[src/rtl/ex_pkg.sv]
// Shared types for the execute stage: ALU op codes, forwarding selects,
// multiplier FSM states and the EX/MEM control bundle.
package ex_pkg;

  typedef enum logic [3:0] {
    ALU_AND  = 4'b0000,
    ALU_OR   = 4'b0001,
    ALU_ADD  = 4'b0010,
    ALU_XOR  = 4'b0011,
    ALU_SLL  = 4'b0100,
    ALU_SRL  = 4'b0101,
    ALU_SUB  = 4'b0110,
    ALU_SLT  = 4'b0111,
    ALU_SRA  = 4'b1000,
    ALU_SLTU = 4'b1001,
    ALU_MUL  = 4'b1010
  } alu_op_e;

  typedef enum logic [1:0] {
    FWD_IDEX  = 2'b00,
    FWD_EXMEM = 2'b01,
    FWD_MEMWB = 2'b10,
    FWD_RSVD  = 2'b11
  } fwd_sel_e;

  typedef enum logic {
    MUL_IDLE = 1'b0,
    MUL_RUN  = 1'b1
  } mul_state_e;

  localparam int MUL_CNT_W = 5;
  localparam logic [MUL_CNT_W-1:0] MUL_LAST = 5'd31;

  typedef struct packed {
    logic valid;
    logic memtoreg;
    logic memread;
    logic memwrite;
    logic regwrite;
  } ex_ctrl_t;

endpackage

[src/rtl/ex_alu.sv]
// Purely combinational integer ALU for the execute stage; MUL is handled
// by the iterative multiplier in ex_stage and yields 0 here.
module ex_alu
  import ex_pkg::*;
#(
  parameter int XLEN = 32
) (
  input  logic [3:0]      alu_control,
  input  logic [XLEN-1:0] op_a,
  input  logic [XLEN-1:0] op_b,
  output logic [XLEN-1:0] result
);

  logic [4:0] shamt;
  assign shamt = op_b[4:0];

  // NOTE: every output of an always_comb gets a default first so no path can infer a latch.
  always_comb begin
    result = '0;
    case (alu_op_e'(alu_control))
      ALU_AND:  result = op_a & op_b;
      ALU_OR:   result = op_a | op_b;
      ALU_ADD:  result = op_a + op_b;
      ALU_XOR:  result = op_a ^ op_b;
      ALU_SLL:  result = op_a << shamt;
      ALU_SRL:  result = op_a >> shamt;
      ALU_SUB:  result = op_a - op_b;
      ALU_SLT:  result = {{(XLEN-1){1'b0}}, ($signed(op_a) < $signed(op_b))};
      ALU_SRA:  result = $signed(op_a) >>> shamt;
      ALU_SLTU: result = {{(XLEN-1){1'b0}}, (op_a < op_b)};
      default:  result = '0;
    endcase
  end

endmodule

[src/rtl/ex_stage.sv]
// Execute stage: operand forwarding, ALU, branch/jump resolution and the
// EX/MEM register. Define EX_MULDIV_EN to add the iterative shift-add multiplier.
module ex_stage
  import ex_pkg::*;
#(
  parameter int XLEN = 32
) (
  input  logic            clk,
  input  logic            rst,
  input  logic [XLEN-1:0] id_ex_output_data1,
  input  logic [XLEN-1:0] id_ex_output_data_2,
  input  logic [XLEN-1:0] id_ex_sign_extend_immediate,
  input  logic [XLEN-1:0] id_ex_pc,
  input  logic [4:0]      id_ex_register_rd,
  input  logic [3:0]      id_ex_alu_control,
  input  logic            id_ex_enable,
  input  logic            id_ex_alusrc,
  input  logic            id_ex_memtoreg,
  input  logic            id_ex_memread,
  input  logic            id_ex_memwrite,
  input  logic            id_ex_regwrite_control,
  input  logic            id_ex_branch,
  input  logic            id_ex_branch2,
  input  logic            id_ex_jump,
  input  logic [1:0]      fwd_a_sel,
  input  logic [1:0]      fwd_b_sel,
  input  logic [XLEN-1:0] mem_wb_write_data,
  input  logic            flush,
  output logic            ex_busy,
  output logic            pc_redirect,
  output logic [XLEN-1:0] redirect_target,
  output logic [XLEN-1:0] ex_mem_alu_result,
  output logic [XLEN-1:0] ex_mem_write_data,
  output logic [4:0]      ex_mem_register_rd,
  output logic            ex_mem_valid,
  output logic            ex_mem_memtoreg,
  output logic            ex_mem_memread,
  output logic            ex_mem_memwrite,
  output logic            ex_mem_regwrite_control
);

  logic            valid_in;
  logic [XLEN-1:0] op_a, fwd_b, op_b, alu_result, single_result, mul_product;
  logic            br_taken, jmp_taken, mul_done;
  ex_ctrl_t        ctrl_in, ctrl_d, ctrl_q;
  logic [XLEN-1:0] result_d, result_q, wdata_d, wdata_q;
  logic [4:0]      rd_d, rd_q;

  assign valid_in = id_ex_enable & ~flush;

  // Reserved select 11 falls through to the ID/EX operand.
  always_comb begin
    op_a = id_ex_output_data1;
    case (fwd_sel_e'(fwd_a_sel))
      FWD_EXMEM: op_a = result_q;
      FWD_MEMWB: op_a = mem_wb_write_data;
      default:   op_a = id_ex_output_data1;
    endcase
    fwd_b = id_ex_output_data_2;
    case (fwd_sel_e'(fwd_b_sel))
      FWD_EXMEM: fwd_b = result_q;
      FWD_MEMWB: fwd_b = mem_wb_write_data;
      default:   fwd_b = id_ex_output_data_2;
    endcase
  end

  assign op_b = id_ex_alusrc ? id_ex_sign_extend_immediate : fwd_b;

  ex_alu #(.XLEN(XLEN)) u_alu (
    .alu_control (id_ex_alu_control),
    .op_a        (op_a),
    .op_b        (op_b),
    .result      (alu_result)
  );

  // Branch compare always uses the forwarded register operands, never the immediate.
  assign br_taken  = valid_in & ((id_ex_branch & (op_a == fwd_b)) |
                                 (id_ex_branch2 & (op_a != fwd_b)));
  assign jmp_taken = valid_in & id_ex_jump;

  assign pc_redirect     = (br_taken | jmp_taken) & ~ex_busy;
  assign redirect_target = id_ex_pc + id_ex_sign_extend_immediate;
  assign single_result   = id_ex_jump ? (id_ex_pc + XLEN'(4)) : alu_result;

`ifdef EX_MULDIV_EN
  mul_state_e             state_q, state_d;
  logic [MUL_CNT_W-1:0]   count_q, count_d;
  logic [XLEN-1:0]        mcand_q, mcand_d, mplier_q, mplier_d, acc_q, acc_d;
  logic [XLEN-1:0]        partial;
  logic                   mul_issue, mul_busy;

  assign mul_issue = valid_in & (id_ex_alu_control == ALU_MUL);
  assign partial   = acc_q + (mplier_q[0] ? mcand_q : '0);

  always_comb begin
    state_d  = state_q;
    count_d  = count_q;
    mcand_d  = mcand_q;
    mplier_d = mplier_q;
    acc_d    = acc_q;
    mul_busy = 1'b0;
    mul_done = 1'b0;
    case (state_q)
      MUL_IDLE: begin
        if (mul_issue) begin
          state_d  = MUL_RUN;
          mcand_d  = op_a;
          mplier_d = op_b;
          acc_d    = '0;
          count_d  = '0;
          mul_busy = 1'b1;
        end
      end
      MUL_RUN: begin
        if (flush) begin
          state_d = MUL_IDLE;
          count_d = '0;
        end else begin
          acc_d    = partial;
          mcand_d  = mcand_q << 1;
          mplier_d = mplier_q >> 1;
          count_d  = count_q + MUL_CNT_W'(1);
          if (count_q == MUL_LAST) begin
            mul_done = 1'b1;
            state_d  = MUL_IDLE;
          end else begin
            mul_busy = 1'b1;
          end
        end
      end
      default: state_d = MUL_IDLE;
    endcase
  end

  // NOTE: sequential state uses non-blocking assignments so every flop samples pre-edge values.
  always_ff @(posedge clk or posedge rst) begin
    if (rst) begin
      state_q  <= MUL_IDLE;
      count_q  <= '0;
      mcand_q  <= '0;
      mplier_q <= '0;
      acc_q    <= '0;
    end else begin
      state_q  <= state_d;
      count_q  <= count_d;
      mcand_q  <= mcand_d;
      mplier_q <= mplier_d;
      acc_q    <= acc_d;
    end
  end

  assign ex_busy     = mul_busy;
  assign mul_product = partial;
`else
  assign ex_busy     = 1'b0;
  assign mul_done    = 1'b0;
  assign mul_product = '0;
`endif

  assign ctrl_in = '{valid:    1'b1,
                     memtoreg: id_ex_memtoreg,
                     memread:  id_ex_memread,
                     memwrite: id_ex_memwrite,
                     regwrite: id_ex_regwrite_control};

  // Bubbles clear the control bits but leave the data fields holding.
  always_comb begin
    result_d = result_q;
    wdata_d  = wdata_q;
    rd_d     = rd_q;
    ctrl_d   = '0;
    if (mul_done) begin
      result_d = mul_product;
      wdata_d  = fwd_b;
      rd_d     = id_ex_register_rd;
      ctrl_d   = ctrl_in;
    end else if (valid_in & ~ex_busy) begin
      result_d = single_result;
      wdata_d  = fwd_b;
      rd_d     = id_ex_register_rd;
      ctrl_d   = ctrl_in;
    end
  end

  always_ff @(posedge clk or posedge rst) begin
    if (rst) begin
      result_q <= '0;
      wdata_q  <= '0;
      rd_q     <= '0;
      ctrl_q   <= '0;
    end else begin
      result_q <= result_d;
      wdata_q  <= wdata_d;
      rd_q     <= rd_d;
      ctrl_q   <= ctrl_d;
    end
  end

  assign ex_mem_alu_result       = result_q;
  assign ex_mem_write_data       = wdata_q;
  assign ex_mem_register_rd      = rd_q;
  assign ex_mem_valid            = ctrl_q.valid;
  assign ex_mem_memtoreg         = ctrl_q.memtoreg;
  assign ex_mem_memread          = ctrl_q.memread;
  assign ex_mem_memwrite         = ctrl_q.memwrite;
  assign ex_mem_regwrite_control = ctrl_q.regwrite;

endmodule
[config.mk]
export PLATFORM = sky130hd
export DESIGN_NAME = ex_stage
export DESIGN_NICKNAME = d
export VERILOG_FILES = /design/src/rtl/ex_pkg.sv /design/src/rtl/ex_alu.sv /design/src/rtl/ex_stage.sv
export SDC_FILE = /design/constraint.sdc
export NUM_CORES = 1
export LEC_CHECK = 0
export ABC_AREA = 1
export BUFFER_PORTS_ARGS = -buffer_cell sky130_fd_sc_hd__buf_2
export CORE_MARGIN = 1.5
export CORE_UTILIZATION = 35
export CTS_CLUSTER_DIAMETER = 40
export DETAILED_ROUTE_END_ITERATION = 10
export PLACE_DENSITY = 0.52
export SYNTH_ARGS = -nofsm -noshare
export SYNTH_HDL_FRONTEND = slang
export SYNTH_SLANG_ARGS = --single-unit
[constraint.sdc]
create_clock -name clk -period 6.46 [get_ports clk]
set_clock_uncertainty 0.15 [all_clocks]
set_input_delay 0.646 -clock clk [delete_from_list [all_inputs] [get_ports clk]]
set_output_delay 0.646 -clock clk [all_outputs]
set_load 0.03 [all_outputs]
# Word level (Yosys, flattened, before mapping)
# Cells that the tools add are included.
[word_totals] input_bits=185 register_bits=74 out_inout_bits=108 elab_cells=50
[classes] magnitude_cmp=2 n_eq_ne=15 mux=6 addsub=4 n_bitwise=11 reduce_logical=1 n_shift=3
[ops] op="$pmux 32 s10" count=1
[ops] op="$pmux 32 s2" count=2
[ops] op="$add 32x32->32" count=2
[ops] op="$lt 32x32->1" count=2
[ops] op="$mux 32" count=2
[ops] op="$add 32x3->32 const B" count=1
[ops] op="$and 32x32->32" count=1
[ops] op="$eq 32x32->1" count=1
[ops] op="$ne 32x32->1" count=1
[ops] op="$or 32x32->32" count=1
[ops] op="$shl 32x5->32" count=1
[ops] op="$shr 32x5->32" count=1
[ops] op="$sshr 32x5->32" count=1
[ops] op="$sub 32x32->32" count=1
[ops] op="$xor 32x32->32" count=1
[ops] op="$eq 4x3->1 const B" count=4
[ops] op="$eq 4x2->1 const B" count=2
[ops] op="$eq 4x4->1 const B" count=2
[ops] op="$and 1x1->1" count=5
[ops] op="$mux 5" count=1
[ops] op="$eq 2x1->1 const B" count=2
[ops] op="$eq 2x2->1 const B" count=2
[ops] op="$eq 4x1->1 const B" count=1
[ops] op="$logic_not 4->1" count=1
[ops] op="2 further kinds" count=3

# Longest topological paths before layout
[logic_depth] depth_word=7 mapped_depth=28

# Cells and area by module
# Synthesis repeated with hierarchy kept, for this count alone.
[hier_totals] hier_cells=3431 area_unflattened_um2=17880.9
[by_module_without_submodules] mod="ex_alu" area_each_um2=10087.2 cells_each=2128 seq_area_each_um2=0.0 n_inst=1
[by_module_without_submodules] mod="ex_stage" area_each_um2=7793.7 cells_each=1303 seq_area_each_um2=1851.8 n_inst=1

# Worst setup path after synthesis
# Ideal clock, no wire load.
[synth_path] kind="input-to-reg" from="in fwd_b_sel[0]" to="reg result_q[21], in the netlist ex_mem_alu_result[21]" setup_slack_ns=2.552 path_stages=21 t_arrival_ns=3.635 cell_sequence="inv_1 -> ha_1 -> inv_2 -> buf_2 -> clkbuf_1 -> o21ai_0 -> o21ai_0 -> ha_1 -> clkbuf_1 -> nor2_1 -> nand2_1 -> o21ai_0 -> nand2_1 -> nand2_1 -> nand2_1 -> nand2_1 -> nand2_1 -> nand3_1 -> nand3b_1 -> o21ai_1 -> a21oi_1"
[synth_between] elab_chain_len=6 elab_cells_between_ends=14
[synth_lines] item="start, declared" line="ex_stage.sv:26" rtl="input logic [1:0] fwd_b_sel,"
[synth_lines] item="$eq 2x2->1 or $eq 2x1->1 (tied branches)" line="ex_stage.sv:60" rtl="case (fwd_sel_e'(fwd_b_sel))"
[synth_lines] item="$pmux 32 s2 (*)" line="ex_stage.sv:60"
[synth_lines] item="$mux 32 (*)" line="ex_stage.sv:67" rtl="assign op_b = id_ex_alusrc ? id_ex_sign_extend_immediate : fwd_b;"
[synth_lines] item="$sub 32x32->32 (tied with other cells)" line="ex_alu.sv:27" rtl="ALU_SUB: result = op_a - op_b;"
[synth_lines] item="$pmux 32 s10 (*)" line="ex_alu.sv:20" rtl="case (alu_op_e'(alu_control))"
[synth_lines] item="$mux 32 (*)" line="ex_stage.sv:83" rtl="assign single_result = id_ex_jump ? (id_ex_pc + XLEN'(4)) : alu_result;"
[synth_lines] item="end signal, assigned" line="ex_stage.sv:192" rtl="result_q <= result_d;"
[synth_lines] item="end, declared" line="ex_stage.sv:46" rtl="logic [XLEN-1:0] result_d, result_q, wdata_d, wdata_q;"
# Mark *: on every way between the ends. The rest lies on a longest branch, timed or not.
# A chain may end at the register's enable or synchronous reset.

# Worst setup path after layout
[layout_path] from="in fwd_b_sel[0]" to="reg result_q[30], in the netlist ex_mem_alu_result[30]"
# Same word-level chain as after synthesis.

==> impl_results.md <==
* Cell Pwr Density at 219.1 nW/µm²
* Critical Path Start Type: input pin
* Initial antenna violation count at 2
* Final wirelength at 102,500 µm
* Violated checks: DRC
* Required @ worst endpoint at ~6600 ps
* Final Max Slew Viols at 0
* Largest net degree at the start of global routing at 58
* Top routing layer used: met5
* Gpl congestion at 1.072
* Leakage at approximately 10 nW
* Routed Antenna Nets at 0
* Register area share after synthesis at 11.12%
* Die X at 221.1 µm
* Area growth, synth to finish at 15.36%
* Worst EP arrival at 5560 ps
* Core region area at 46,750 µm²
* Clock net sink count at between 70 and 80
* # hold bufs at CTS at 0
* Clock latency on the worst-skew pair at 360 ps
* Cell area after synthesis at 16,650 µm²
* Total grt overflow at 0
* Number of synthesized flops with an enable pin at 0
* Wl on met1 at between 40,000 and 50,000 µm
* #FFs+latches synth at 74
* Global Route Usage Sum at 40.39%
* Residual DRC at 4
* Total power at 4.208 mW
* Starting DRT DRC Count at 3,003
* Maxcap violations at 0
* Io pins at ~290
* Via total after detailed routing at around 23,000
* Async set or reset register ratio after synthesis at 100.0%
* Port Buffer Count at 291
* RSZ-0062 raised after global routing: false
* Worst-Margin Slew at 1251 ps
* Die Area at 48,890 µm²
* Most frequent CP cell: nand2_1
* Post-synth top flop: dfrtp_1
* Hold crit path type: input pin to async pin
* Starting Density at between 30% and 40%
* Post-synthesis cell count at 3,004
* CTS tree: yes
* Worst VDD drop at 142.2 µV
* Number of buffers created by CTS at 9
* Vias in the first global route at 21,699
* Std-Cell Rows at 79
* Cell count after placement at 3,852
* YS warnings at 0
* Final #Nets at 3,586
* Count of different cell masters after synthesis at 56
* HPWL Detailed at 84,850 µm
* Setup TNS at 0 ps
* Average wire per standard cell at 26.47 µm
* Post-Syn Nets at 3,334
* Endpoints failing setup at 0
* Longest Clk Path Bufs at 2
* First drt pass iteration count at 9
* CP delay by family, top: compound AO/OA/AOI/OAI gates
* Final Util at 41.08%
* PostCTS Resize Cnt at 0
* Met3 Wirelength at 10,890 µm
* FMAX at 184.2 MHz
* CP Capture Type: flop
* Status: finished with violations
* Share of cells above drive strength 1 at 14.35%
* Clk pin slew, worst setup/hold paths at about 60 ps
* Vias per inst at between 5 and 6
* Post-CTS Setup Bufs at 0
* Critical path's largest stage delay at about 930 ps
* Worst path bufs/invs at 4
* Setup CP Type: input pin to flop
* Routed wl met2 at ~44,000 µm
* Finished Layout Cells at 3,871
* CP cell instances: buf_2 -> inv_1 -> ha_1 -> buf_4 -> buf_4 -> nand2_1 -> nand3_1 -> o21ai_0 -> o21ai_0 -> ha_1 -> nand2_1 -> nor2_1 -> nand2_1 -> o21ai_0 -> nand2_1 -> nand3_1 -> nand3_1 -> nand4_1 -> nand2_1 -> a21oi_1
* H-tree Lvls at 3
* Root buffer cell: clkbuf_16
* Fin crit share at 84.06%
* CP max FO at 20
* First-pass GRT wire length at 146,600 µm
* Syn_area_per_cell at roughly 5.5 µm²
* Rel. slew slack at 15.70%
* Die Ht at 221.1 µm
* Minimum clock period at 5430 ps
* Slowest CP cell: o21ai_0
* Final hold vios at 0
==> routing by layer <==
| metal | GRT usage, % | up-vias |
|---|---|---|
| met1 | 52.61 | 10912 |
| li1 | - | 10557 |
| met3 | 8.087 | 255 |
| met4 | 22.31 | 4 |
| met5 | 0.7820 | - |
| met2 | 62.29 | 1489 |
==> power by group <==
part	total, mW	switching [mW]	internal, mW
registers	0.643	0.109	0.534
logic	3.06	2.21	0.845
clock network	0.508	0.229	0.280
==> layout make-up <==
type	instances	area (µm²)
diodes	3	7.507
clock buffers	11	252.7
clock inverters	5	28.78
fillers	5333	27550
inverters	279	1049
multi-input cells	2507	13100
flip-flops and latches	74	1852
well taps	607	759.5
repair buffers	385	2162
==> final timing paths <==
path,to,start,slack [ps],cells after the start
worst min-delay path,ex_mem_memtoreg$_DFF_PP0_,rst,180,2
worst max register to register,ex_mem_alu_result[16]$_DFFE_PP0P_,ex_mem_alu_result[11]$_DFFE_PP0P_,2010,15
max in group asynchronous,ex_mem_alu_result[21]$_DFFE_PP0P_,rst,4820,3
worst max-delay path,ex_mem_alu_result[30]$_DFFE_PP0P_,fwd_b_sel[0],1030,20
worst min register to register,ex_mem_register_rd[4]$_DFFE_PP0P_,ex_mem_register_rd[4]$_DFFE_PP0P_,330,2
min in group clk,ex_mem_register_rd[4]$_DFFE_PP0P_,ex_mem_register_rd[4]$_DFFE_PP0P_,330,2
==> cells in the final DEF, fill, tap and decap left out, types with 30 or more instances in the layout <==
cell type    n
nand2_1    783
nand3_1    516
buf_2      291
nor2_1     274
inv_1      263
a21oi_1    227
o21ai_0    195
ha_1       142
buf_4       94
dfrtp_1     74
xor2_1      45
nor3_1      40
o21ai_1     40
nand4_1     30
==> flip-flops by register name, indices dropped and copies added (netlist names) <==
register	flops
ex_mem_regwrite_control	1
ex_mem_memwrite	1
ex_mem_write_data	32
ex_mem_register_rd	5
ex_mem_memread	1
ex_mem_alu_result	32
ex_mem_memtoreg	1
ex_mem_valid	1
==> cell families after synthesis <==
logic type / count (synthesis) / synth area share [%]
simple gates: 1700 / 44.09
compound gates: 593 / 19.73
buf+inv: 423 / 10.42
fa+ha+maj: 145 / 11.03
flops: 74 / 11.12
xor+xnor: 68 / 3.577
other cells: 1 / 0.02252
==> synth_stat cells (all sizes together), types with 17 or more instances <==
| cell type | number | share of area [%] |
|---|---|---|
| a21oi | 229 | 6.9 |
| a31oi | 18 | 0.68 |
| buf | 75 | 2.6 |
| clkbuf | 69 | 1.6 |
| dfrtp | 74 | 11 |
| ha | 142 | 11 |
| inv | 277 | 6.2 |
| nand2 | 789 | 18 |
| nand3 | 524 | 16 |
| nand4 | 31 | 1.2 |
| nor2 | 282 | 6.4 |
| nor3 | 43 | 1.4 |
| o21ai | 243 | 7.5 |
| o21bai | 19 | 0.86 |
| o22ai | 29 | 1.1 |
| or2 | 17 | 0.64 |
| xnor2 | 23 | 1.2 |
| xor2 | 45 | 2.4 |
==> through the flow <==
| step | hold WS, ps | area [µm²] | worst slack [ps] |
|---|---|---|---|
| finish | 184.7 | 19210 | 1030 |
| global route | 227.6 | 19200 | 962.3 |
| detailed placement | 303.9 | 18920 | 928.6 |
| floorplan | 506.9 | 16650 | 2552 |
| CTS | 200.5 | 19200 | 1313 |
| global placement | 300.3 | 18920 | 921.5 |
Note: power is estimated with default switching activity, not from simulation.
